`src/rtl/sys_defs_pkg.sv`:
```
// Shared system definitions: bus commands, address width, arbiter states
// and a small population-count helper used for outstanding-load counts.
package sys_defs;

  localparam int XLEN = 32;

  typedef enum logic [1:0] {
    BUS_NONE  = 2'h0,
    BUS_LOAD  = 2'h1,
    BUS_STORE = 2'h2
  } bus_cmd_t;

  typedef enum logic [0:0] {
    ARB_DPRI   = 1'b0,
    ARB_IFORCE = 1'b1
  } arb_state_t;

  localparam logic OWNER_IC = 1'b0;
  localparam logic OWNER_DC = 1'b1;

  // Tag 0 is never valid, so at most 15 bits can be set and 4 bits suffice.
  function automatic logic [3:0] count_tags(input logic [15:0] v);
    logic [3:0] n;
    n = 4'd0;
    for (int i = 0; i < 16; i++) begin
      n = n + 4'(v[i]);
    end
    return n;
  endfunction

endpackage

```
`src/rtl/mem_arbiter_tag_owner_table.sv`:
```
// Tracks which requester owns each outstanding memory load tag.
// Bit 0 of the tables is never written; tags above NUM_TAGS are ignored.
module tag_owner_table
  import sys_defs::*;
#(
  parameter int NUM_TAGS = 15
) (
  input  logic       clock,
  input  logic       reset,
  input  logic       set_en,
  input  logic [3:0] set_tag,
  input  logic       set_owner,
  input  logic [3:0] ret_tag,
  output logic       ret_hit,
  output logic       ret_owner,
  output logic       set_busy,
  output logic [3:0] ic_count,
  output logic [3:0] dc_count
);

  localparam logic [4:0] MAX_TAG = 5'(NUM_TAGS);

  logic [15:0] r_valid;
  logic [15:0] r_owner;
  logic [15:0] w_valid_nxt;
  logic [15:0] w_owner_nxt;
  logic        w_set;
  logic        w_clr;
  logic [3:0]  r_ic_cnt;
  logic [3:0]  r_dc_cnt;

  // Next table contents: the returning tag clears first, a new set wins.
  always_comb begin
    w_clr       = (ret_tag != 4'd0) && r_valid[ret_tag];
    w_set       = set_en && (set_tag != 4'd0) && ({1'b0, set_tag} <= MAX_TAG);
    w_valid_nxt = r_valid;
    w_owner_nxt = r_owner;
    if (w_clr) begin
      w_valid_nxt[ret_tag] = 1'b0;
    end
    if (w_set) begin
      w_valid_nxt[set_tag] = 1'b1;
      w_owner_nxt[set_tag] = set_owner;
    end
  end

  assign ret_hit   = w_clr;
  assign ret_owner = r_owner[ret_tag];
  assign set_busy  = r_valid[set_tag];
  assign ic_count  = r_ic_cnt;
  assign dc_count  = r_dc_cnt;

  // Valid bits and per-owner counts are registered together so they agree.
  always_ff @(posedge clock or posedge reset) begin
    if (reset) begin
      r_valid  <= '0;
      r_ic_cnt <= 4'd0;
      r_dc_cnt <= 4'd0;
    end else begin
      r_valid  <= w_valid_nxt;
      r_ic_cnt <= count_tags(w_valid_nxt & ~w_owner_nxt);
      r_dc_cnt <= count_tags(w_valid_nxt & w_owner_nxt);
    end
  end

  // Owner bits are only meaningful under a valid bit, so they need no reset.
  always_ff @(posedge clock) begin
    r_owner <= w_owner_nxt;
  end

endmodule

```
`src/rtl/mem_arbiter.sv`:
```
// Two-requester memory arbiter: dcache priority with an icache
// anti-starvation override, plus tag-based routing of returning load data.
module mem_arbiter
  import sys_defs::*;
#(
  parameter int STARVE_LIMIT = 8,
  parameter int NUM_TAGS     = 15
) (
  input  logic            clock,
  input  logic            reset,
  input  bus_cmd_t        ic2arb_command,
  input  logic [XLEN-1:0] ic2arb_addr,
  input  bus_cmd_t        dc2arb_command,
  input  logic [XLEN-1:0] dc2arb_addr,
  input  logic [63:0]     dc2arb_data,
  output bus_cmd_t        proc2mem_command,
  output logic [XLEN-1:0] proc2mem_addr,
  output logic [63:0]     proc2mem_data,
  input  logic [3:0]      mem2proc_response,
  input  logic [63:0]     mem2proc_data,
  input  logic [3:0]      mem2proc_tag,
  output logic [3:0]      arb2ic_response,
  output logic [3:0]      arb2dc_response,
  output logic [63:0]     arb2ic_data,
  output logic [63:0]     arb2dc_data,
  output logic [3:0]      arb2ic_tag,
  output logic [3:0]      arb2dc_tag,
  output logic [3:0]      ic_outstanding,
  output logic [3:0]      dc_outstanding,
  output logic            tag_error
);

  localparam logic [3:0] STARVE_LAST = 4'(STARVE_LIMIT - 1);

  arb_state_t r_state;
  arb_state_t w_state_nxt;
  logic [3:0] r_starve_cnt;
  logic [3:0] w_starve_nxt;
  logic       r_tag_error;
  logic       w_err_nxt;
  logic       w_ic_req;
  logic       w_dc_req;
  logic       w_ic_gnt;
  logic       w_dc_gnt;
  logic       w_accept;
  logic       w_load_set;
  logic       w_ret_hit;
  logic       w_ret_owner;
  logic       w_set_busy;

  // Combinational grant selection for the current arbitration state.
  always_comb begin
    w_ic_req = (ic2arb_command != BUS_NONE);
    w_dc_req = (dc2arb_command != BUS_NONE);
    if (r_state == ARB_IFORCE) begin
      w_ic_gnt = w_ic_req;
      w_dc_gnt = w_dc_req && !w_ic_req;
    end else begin
      w_dc_gnt = w_dc_req;
      w_ic_gnt = w_ic_req && !w_dc_req;
    end
  end

  // Memory-side request and per-requester accept responses; quiet in reset.
  always_comb begin
    proc2mem_command = BUS_NONE;
    proc2mem_addr    = '0;
    proc2mem_data    = '0;
    arb2ic_response  = 4'd0;
    arb2dc_response  = 4'd0;
    if (!reset) begin
      if (w_ic_gnt) begin
        proc2mem_command = ic2arb_command;
        proc2mem_addr    = ic2arb_addr;
        arb2ic_response  = mem2proc_response;
      end else if (w_dc_gnt) begin
        proc2mem_command = dc2arb_command;
        proc2mem_addr    = dc2arb_addr;
        proc2mem_data    = dc2arb_data;
        arb2dc_response  = mem2proc_response;
      end
    end
  end

  // Route returning load data to whichever requester owns the tag.
  always_comb begin
    arb2ic_data = '0;
    arb2ic_tag  = 4'd0;
    arb2dc_data = '0;
    arb2dc_tag  = 4'd0;
    if (!reset && w_ret_hit) begin
      if (w_ret_owner == OWNER_DC) begin
        arb2dc_data = mem2proc_data;
        arb2dc_tag  = mem2proc_tag;
      end else begin
        arb2ic_data = mem2proc_data;
        arb2ic_tag  = mem2proc_tag;
      end
    end
  end

  assign w_accept   = (mem2proc_response != 4'd0);
  assign w_load_set = w_accept &&
                      ((w_ic_gnt && ic2arb_command == BUS_LOAD) ||
                       (w_dc_gnt && dc2arb_command == BUS_LOAD));

  // Starvation counting and state transitions; a denial on the last count forces icache.
  always_comb begin
    w_state_nxt  = r_state;
    w_starve_nxt = 4'd0;
    if (w_ic_req && !w_ic_gnt) begin
      w_starve_nxt = r_starve_cnt + 4'd1;
      if (r_state == ARB_DPRI && r_starve_cnt == STARVE_LAST) begin
        w_state_nxt = ARB_IFORCE;
      end
    end
    if (r_state == ARB_IFORCE && w_ic_gnt && w_accept) begin
      w_state_nxt = ARB_DPRI;
    end
  end

  // Sticky error: unknown tag returned, or live tag re-issued without being freed.
  always_comb begin
    w_err_nxt = r_tag_error;
    if (mem2proc_tag != 4'd0 && !w_ret_hit) begin
      w_err_nxt = 1'b1;
    end
    if (w_load_set && w_set_busy && !(w_ret_hit && mem2proc_tag == mem2proc_response)) begin
      w_err_nxt = 1'b1;
    end
  end

  // Arbitration state, starvation counter and error flag registers.
  always_ff @(posedge clock or posedge reset) begin
    if (reset) begin
      r_state      <= ARB_DPRI;
      r_starve_cnt <= 4'd0;
      r_tag_error  <= 1'b0;
    end else begin
      r_state      <= w_state_nxt;
      r_starve_cnt <= w_starve_nxt;
      r_tag_error  <= w_err_nxt;
    end
  end

  assign tag_error = r_tag_error;

  tag_owner_table #(
    .NUM_TAGS (NUM_TAGS)
  ) u_tag_owner_table (
    .clock     (clock),
    .reset     (reset),
    .set_en    (w_load_set),
    .set_tag   (mem2proc_response),
    .set_owner (w_dc_gnt),
    .ret_tag   (mem2proc_tag),
    .ret_hit   (w_ret_hit),
    .ret_owner (w_ret_owner),
    .set_busy  (w_set_busy),
    .ic_count  (ic_outstanding),
    .dc_count  (dc_outstanding)
  );

endmodule

```
`config.mk`:
```
export PLATFORM = sky130hd
export DESIGN_NAME = mem_arbiter
export DESIGN_NICKNAME = d
export VERILOG_FILES = /design/src/rtl/sys_defs_pkg.sv /design/src/rtl/mem_arbiter_tag_owner_table.sv /design/src/rtl/mem_arbiter.sv
export SDC_FILE = /design/constraint.sdc
export NUM_CORES = 1
export LEC_CHECK = 0
export CORE_AREA = 3 3 179 181
export CTS_CLUSTER_DIAMETER = 50
export DETAILED_ROUTE_END_ITERATION = 10
export DIE_AREA = 0 0 182 184
export HOLD_SLACK_MARGIN = 0.03
export RECOVER_POWER = 25
export SLEW_MARGIN = 20
export SYNTH_ARGS = -nofsm -noshare
export SYNTH_HDL_FRONTEND = slang
export SYNTH_SLANG_ARGS = --single-unit
```
`constraint.sdc`:
```
create_clock -name clock -period 5.95 [get_ports clock]
set_input_delay 0.595 -clock clock [delete_from_list [all_inputs] [get_ports clock]]
set_output_delay 0.595 -clock clock [all_outputs]
set_load 0.01 [all_outputs]
```
==> impl_results.md <==
* Status: finished with violations
* Failing checks: max-capacitance violations, max-slew violations
* Crit share post-route at just over 90%
* Synthesized area per cell at between 8 and 9 um2
* CP top delay family: adder cells
* Post-Syn Nets at 854
* Critical path peak fanout at 6
* Leakage at between 0.004 and 0.005 uW
* Syn-to-layout area delta at 102%
* #FFs+latches synth at 46
* Sequential area share after synthesis at a little over a fifth
* DIE AREA at 0.0335 mm2
* Slowest stage delay, CP at 650 ps
* Post-DR wirelength/cell at 21.6 um
* Post-Syn Area at 0.00506 mm2
* Avg Vias per Cell at 4.13
* Post-synth ARST share at 65.2%
* Top-count cell post-synth: and2_1
* Layout cell share with drive strength beyond 1 at 4.82%
* Relative max-transition margin at -22.5%
* PD cells at 185 mW/mm2
* Post-synth cell types at 45
* Crit path required time at a little over 6000 ps
* Root buffer cell: clkbuf_16
* CP endpoint kind: flop
* Drt first pass iters at 4
* # setup viols final at 0
* Power, Total at about 1900 uW
* Min Tclk post-route at 5380 ps
* CP Buf/Inv Count at 4
* GR Util All Layers at 17.5%
* CP Cell Sequence: dlygate4sd3_1 -> nor3b_1 -> a311o_1 -> nand3_1 -> mux2_2 -> ha_1 -> inv_1 -> fa_1 -> inv_1 -> fa_1 -> fa_1 -> fa_1 -> inv_1 -> fa_1 -> fa_1 -> xnor2_1
* Total vias in the final route at 6,021
* Crit-path slowest cell: dlygate4sd3_1
* Synth top cells by count: and2_1, nand2_1, a22o_1
* RSZ-0062 raised after global routing: no
* Setup WS pre-CTS at 269 ps
* Post-synth top flop: dfrtp_1
* Fin Clk Skew at ~7.3 ps
* H-tree depth at 2
* Final worst slack at 568 ps
* Slew Limit Fails at 69
* Pin count of the biggest net entering global routing at 74
* Clock sink count at 46
* CP dominant cell by count: fa_1
* Max Cap Viol at 2
* Hold Fails Final Rpt at 0
* 1st-iter DRT viols at approximately 320
* Post-synth top area cell: and2_1
* Die Ht at 184 um
* Startpoint Class: primary input
* FMAX at 186 MHz
* Number of routed nets with antenna violations at 0
* Placer Congestion at 0.921
* Vias in the first global route at 5,869
* CTS tree: yes
* Final wirelength at 31,500 um
* Worst slew pin tran at about 1800 ps
* Worst-Skew Late Latency at 290 ps
* Clock Tree Buf Depth at 2
* Port bufs at ~460
* Starting Density at 16.6%
* I/O pin cnt at between 400 and 500
* Critical path type: primary input to flop
* Nets at 1,293
* Main area contributors after synthesis: and2_1, dfrtp_1, fa_1
* Synth warn at 0
* Post-synth EDFFs at 0
* Peak VDD IR at 187 uV
* Syn Inst Count at 617
* Setup Total Neg Slack at 0 ps
* Cts hold-fix bufs at 0
* Core outline area at 0.0306 mm2
* Total grt overflow at 0
* Initial antenna violation count at 14
* Critical Path AT at 5560 ps
* Clock Pin Slew Worst Setup and Hold Paths at 70 ps
* Cts repair resizes at 0
* Residual DRC at 0
* Hold WC Path Type: flop to flop
* Post-synth top area share at 25.8%
* Setup repair bufs after CTS at 0
* Fillers at 3,208
* Die width at 182 um
* First-pass GRT wire length at 43,200 um
* # rows at 64
* CTS buffer count at 5
* Post-DP HPWL at around 28,000 um
layer usage:
metal / up-vias / global-route usage (%) / wire length (um)
met5: - / 0 / 48
met4: 8 / 2.41 / 382
met3: 29 / 6.93 / 3190
met2: 250 / 29.0 / 15000
met1: 2793 / 22.0 / 12900
li1: 2941 / - / -
layout make-up:
class,count,area (um2),area share (%)
diodes,4,10.0,0.0978
clock buffers,6,129,1.26
clock inverters,2,36.3,0.354
inverters,31,116,1.14
multi-input cells,496,3640,35.6
flip-flops and latches,46,1070,10.5
well taps,396,495,4.84
repair buffers,476,4740,46.3
cells by family after synthesis:
kind of cell / share of synthesized area, %
AND/OR/NAND/NOR: 35.7
AO/OA/AOI/OAI: 14.6
buffers and inverters: 7.49
flip-flops: 21.1
multiplexers: 8.70
adder cells (fa/ha/maj): 10.6
XOR/XNOR: 1.73
power breakdown:
part	internal (uW)	leakage (uW)	switching, uW
logic	594	0.00359	530
registers	389	0.000520	53.5
clock network	199	0.0000814	126
total	1180	0.00420	709
metrics by stage:
step | util [%] | hold slack [ps] | cells | instance area, um2
floorplan | - | 430 | 617 | 5060
global placement | 32.9 | 411 | 1445 | 10100
detailed placement | 32.9 | 406 | 1445 | 10100
CTS | 33.5 | 416 | 1453 | 10200
global route | 33.5 | 437 | 1454 | 10200
finish | 33.5 | 414 | 1457 | 10200
worst paths after layout:
check / from / endpoint / slack (ps) / cells past startpoint
max in group asynchronous: reset / u_tag_owner_table.r_valid[14] / 3240 / 3
worst min-delay path: u_tag_owner_table.r_owner[0] / u_tag_owner_table.r_owner[0] / 410 / 0
worst min register to register: u_tag_owner_table.r_owner[0] / u_tag_owner_table.r_owner[0] / 410 / 0
min in group asynchronous: reset / u_tag_owner_table.r_valid[3] / 1650 / 3
worst max register to register: r_state / u_tag_owner_table.ic_count[2] / 1050 / 15
worst max-delay path: dc2arb_command[1] / u_tag_owner_table.ic_count[2] / 570 / 16
flip-flops by register name, summed over array words and instances (netlist names):
register                    cells
u_tag_owner_table.r_valid      16
u_tag_owner_table.dc_count      4
tag_error                       1
r_state                         1
r_starve_cnt                    4
u_tag_owner_table.ic_count      4
u_tag_owner_table.r_owner      16
cell usage in the layout, fill, tap and decap left out, drive strengths merged, types with 2 or more instances in the layout:
| cell | count |
|---|---|
| clkdlybuf4s50 | 442 |
| and2 | 209 |
| nand2 | 40 |
| a22o | 32 |
| inv | 32 |
| o21ai | 32 |
| dfrtp | 30 |
| nor2 | 28 |
| fa | 20 |
| mux2i | 17 |
| buf | 17 |
| dfxtp | 16 |
| nand3 | 14 |
| dlygate4sd3 | 14 |
| mux2 | 12 |
| o22a | 12 |
| ha | 11 |
| nor2b | 9 |
| clkbuf | 9 |
| xnor2 | 7 |
| a21oi | 7 |
| nand4 | 6 |
| mux4 | 6 |
| diode | 4 |
| nand2b | 4 |
| a22oi | 4 |
| o22ai | 4 |
| a221oi | 3 |
| xor2 | 3 |
| nor3 | 3 |
| or2 | 2 |
| a21o | 2 |
| a21boi | 2 |
Note: power is estimated with default switching activity, not from simulation.
